===== src/rtl/seq_chunk_adder.sv =====
// Multi-cycle adder/subtractor: a WIDTH-bit operation is computed CHUNK bits per
// clock through a small ripple slice, with valid/ready handshakes on both sides.
module seq_chunk_adder #(
  parameter int WIDTH = 16,
  parameter int CHUNK = 4
) (
  input  logic             clk,
  input  logic             rst,
  input  logic             in_valid,
  output logic             in_ready,
  input  logic [WIDTH-1:0] a,
  input  logic [WIDTH-1:0] b,
  input  logic             cin,
  input  logic             sub,
  output logic             out_valid,
  input  logic             out_ready,
  output logic [WIDTH-1:0] s,
  output logic             cout,
  output logic             overflow
);

  localparam int N    = (CHUNK > 0) ? WIDTH / CHUNK : 1;
  localparam int IDXW = (N > 1) ? $clog2(N) : 1;

  if (CHUNK < 1) begin : g_bad_chunk
    $error("seq_chunk_adder: CHUNK must be at least 1");
  end else if (WIDTH % CHUNK != 0) begin : g_bad_width
    $error("seq_chunk_adder: WIDTH must be a multiple of CHUNK");
  end

  typedef enum logic [1:0] {
    IDLE = 2'd0,
    BUSY = 2'd1,
    DONE = 2'd2
  } state_t;

  state_t            state_reg, state_next;
  logic [WIDTH-1:0]  op_a_reg, op_a_next;
  logic [WIDTH-1:0]  op_b_reg, op_b_next;
  logic [WIDTH-1:0]  s_reg, s_next;
  logic              carry_reg, carry_next;
  logic              cout_reg, cout_next;
  logic              cmsb_reg, cmsb_next;
  logic [IDXW-1:0]   idx_reg, idx_next;

  logic [31:0]       base;
  logic [CHUNK-1:0]  slice_a, slice_b, slice_sum;
  logic [CHUNK:0]    slice_c;
  logic              last_chunk;

  assign base       = 32'(idx_reg) * 32'(CHUNK);
  assign slice_a    = op_a_reg[base +: CHUNK];
  assign slice_b    = op_b_reg[base +: CHUNK];
  assign last_chunk = (idx_reg == IDXW'(N - 1));

  // Ripple slice; slice_c[CHUNK-1] on the last chunk is the carry into the MSB.
  assign slice_c[0] = carry_reg;
  for (genvar gi = 0; gi < CHUNK; gi++) begin : g_ripple
    assign slice_sum[gi]  = slice_a[gi] ^ slice_b[gi] ^ slice_c[gi];
    assign slice_c[gi+1]  = (slice_a[gi] & slice_b[gi]) |
                            (slice_c[gi] & (slice_a[gi] ^ slice_b[gi]));
  end

  assign in_ready  = (state_reg == IDLE) && !rst;
  assign out_valid = (state_reg == DONE);
  assign s         = s_reg;
  assign cout      = cout_reg;
  assign overflow  = cmsb_reg ^ cout_reg;

  always_comb begin
    state_next = state_reg;
    op_a_next  = op_a_reg;
    op_b_next  = op_b_reg;
    s_next     = s_reg;
    carry_next = carry_reg;
    cout_next  = cout_reg;
    cmsb_next  = cmsb_reg;
    idx_next   = idx_reg;
    case (state_reg)
      IDLE: begin
        if (in_valid) begin
          // Subtraction is a + ~b + 1, so the forced carry-in supplies the +1.
          state_next = BUSY;
          op_a_next  = a;
          op_b_next  = sub ? ~b : b;
          carry_next = sub ? 1'b1 : cin;
          s_next     = '0;
          cout_next  = 1'b0;
          cmsb_next  = 1'b0;
          idx_next   = '0;
        end
      end
      BUSY: begin
        s_next[base +: CHUNK] = slice_sum;
        carry_next            = slice_c[CHUNK];
        idx_next              = idx_reg + IDXW'(1);
        if (last_chunk) begin
          state_next = DONE;
          cout_next  = slice_c[CHUNK];
          cmsb_next  = slice_c[CHUNK-1];
          idx_next   = '0;
        end
      end
      DONE: begin
        if (out_ready) begin
          state_next = IDLE;
        end
      end
      default: begin
        state_next = IDLE;
      end
    endcase
  end

  always_ff @(posedge clk) begin
    if (rst) begin
      state_reg <= IDLE;
      op_a_reg  <= '0;
      op_b_reg  <= '0;
      s_reg     <= '0;
      carry_reg <= 1'b0;
      cout_reg  <= 1'b0;
      cmsb_reg  <= 1'b0;
      idx_reg   <= '0;
    end else begin
      state_reg <= state_next;
      op_a_reg  <= op_a_next;
      op_b_reg  <= op_b_next;
      s_reg     <= s_next;
      carry_reg <= carry_next;
      cout_reg  <= cout_next;
      cmsb_reg  <= cmsb_next;
      idx_reg   <= idx_next;
    end
  end

endmodule

===== config.mk =====
export PLATFORM = sky130hd
export DESIGN_NAME = seq_chunk_adder
export DESIGN_NICKNAME = d
export VERILOG_FILES = /design/src/rtl/seq_chunk_adder.sv
export SDC_FILE = /design/constraint.sdc
export NUM_CORES = 1
export LEC_CHECK = 0
export ABC_AREA = 1
export CORE_ASPECT_RATIO = 0.9
export CORE_MARGIN = 2
export CORE_UTILIZATION = 30
export CTS_BUF_LIST = sky130_fd_sc_hd__clkbuf_4
export CTS_CLUSTER_DIAMETER = 100
export DETAILED_ROUTE_END_ITERATION = 10
export PLACE_DENSITY = 0.48
export SYNTH_ARGS = -nofsm -noshare
export SYNTH_HDL_FRONTEND = slang
export SYNTH_SLANG_ARGS = --single-unit

===== constraint.sdc =====
create_clock -name clk -period 6.34 [get_ports clk]
set_input_delay 1.585 -clock clk [delete_from_list [all_inputs] [get_ports clk]]
set_output_delay 1.585 -clock clk [all_outputs]
set_load 0.05 [all_outputs]

==> impl_metrics.yaml <==
clock_network:
  root_buffer: "clkbuf_4"
  cts_resized: 0
  clkLatencyLatePin_ns: 0.36
  cts_sinks: 55
  cts_tree: "yes"
  post_cts_buffers: 0
  cts_max_path_buffers: 2
  cts_hold_buf: 0
  path_clk_slew_ns: 0.15
  cts_buffers: 5
  cts_max_level: 2
sta:
  fin_skew_ns: 0.00900
  worstMarginPinSlew_ns: 0.938
  period_minus_slack_ns: 5.06
  grt_setup_unrepaired: "no"
  hold_viol: 0
  relSlewSlack: 0.374
  holdWs_ns: 0.467
  setup_viol: 0
  tns_ns: 0
  final_max_slew_viol_count: 0
  setup_ws_ns: 1.28
  fin_crit_sh: 0.798
  timing.fmax_mhz: 198
final_layout:
  area_growth_pct: 23.5
  final_cell_count_no_fill: 549
  n_antenna_cell: 0
  drive_gt1_frac: 0.0281
  nets: 473
yosys:
  yosysWarnings: 0
  ys_types: 29
  ys_ff_latch: 55
  synth-edff-count: 0
  ys_seq_area_frac: 0.403
  synth_area_leader_cell: "dfxtp_1"
  ys.flop_type: "dfxtp_1"
  synth.area.top_cells: "dfxtp_1 40%, nor2_1 12%, nand2_1 8.8%"
  async_flop_share: 0
  synth_commonest_cells: "90 x nor2_1, 64 x nand2_1, 55 x dfxtp_1"
  netlist.area_leader.share: 0.403
  post-synth-top-count-cell: "nor2_1"
  avgSynthCellArea_um2: 7.12
  synth.net_count: 431
  synth_area_um2: 2740
  netlist_instances: 384
global_route:
  grt_pass1_vias: 2329
  grt_pass1_wl_um: 11000
  antenna_found_initial: 0
  grt_usage: 0.137
  grt_max_degree: 47
  grt_overflow: 0
place:
  placedCellCount: 541
  hpwl_um: 4470
  port_buffers: 57
  gp_congestion: 0.744
  place_ws_ns: 1.30
routing:
  drc: 0
  via_per_inst: 4.42
  drt_iter0_drc: 67
  routed_wl_um: 6320
  num_vias: 2424
  first_pass_iters: 4
  drt-wirelength-per-cell_um: 11.5
  ant_nets: 0
die:
  die_area_um2: 9900
  row_count: 33
  die_x_um: 105
  coreArea_um2: 9000
  initial_core_util: 0.304
  fp.dieH_um: 94.6
  pin_count: 58
power_and_ir_drop:
  p_int_uw: 484
  fin_total_pwr_uw: 699
  swShare: 0.307
  pwr-share-clk: 0.212
  p_comb_frac: 0.238
  pwr_density_cell_nw_per_um2: 207
  seq_power_share: 0.550
  netSwitchingPower_uw: 215
  leakage_uw: 0.00134
  irDropWorstVdd_v: 0.0000711
worst_setup_path:
  critPathCaptureType: "output pin"
  r2r.worst_path.cells: 15
  arrival_ns: 3.47
  crit_fanout: 23
  required_ns: 4.76
  start_kind: "input pin"
  critical_path_class: "in2out"
outcome:
  outcome: "finished clean"
worst_hold_path:
  whs_path_depth: 2
  hp-class: "reg2reg"
run:
  max_cap_violations: 0
-- placed cells by master, fill, tap and decap left out, drive strengths merged --
cell type       n
nor2           92
nand2          65
clkdlybuf4s50  57
dfxtp          55
o21ai          33
a21oi          27
nand3          27
inv            24
xnor2          16
clkbuf          6
ha              5
o22ai           4
fa              4
clkinv          4
nand4           3
nor3            2
xor2            1
and2            1
nand3b          1
-- power groups by stage --
stage	clock [uW]	combinational [uW]	sequential [uW]
5_1_grt	173	191	388
2_1_floorplan	0	114	393
6_report	148	167	384
3_3_place_gp	0	167	392
3_5_place_dp	0	169	392
4_1_cts	157	169	385
-- layout make-up --
type,count,area (um2)
tap,122,153
multi-input combinational,281,1400
timing repair buffer,57,571
fill,1063,5620
sequential,55,1100
clock buffer,6,45.0
inverter,26,98.8
clock inverter,2,7.51
-- per-layer routing --
metal | GRT usage | routed length (um)
met4 | 0.0367 | 73
met3 | 0.0304 | 244
met5 | 0 | 0
met2 | 0.229 | 2770
met1 | 0.179 | 3230
-- per-stage QoR --
step                cell area (um2)   util
floorplan                      2740      -
global placement               3320  0.369
detailed placement             3320  0.369
CTS                            3380  0.375
global route                   3380  0.375
finish                         3380  0.375
-- path summary, 6_finish.rpt --
kind                from           to  slack, ns
min          op_a_reg[2]  op_a_reg[2]       0.47
max reg2reg   idx_reg[0]        s[15]       2.63
min reg2reg  op_a_reg[2]  op_a_reg[2]       0.47
max                  rst     in_ready       1.28
-- critical path, cell delays in order --
cell	delay [ns]
clkdlybuf4s50_1	0.82
nor2_1	0.24
clkdlybuf4s50_1	0.83
-- cells by family after synthesis --
kind of cell             Yosys count  share of synthesized area
buffers and inverters             48                     0.0851
flip-flops                        55                      0.403
AO/OA/AOI/OAI                     64                      0.119
adder cells (fa/ha/maj)            9                     0.0522
AND/OR/NAND/NOR                  191                      0.287
XOR/XNOR                          17                     0.0544
Note: power is estimated with default switching activity, not from simulation.
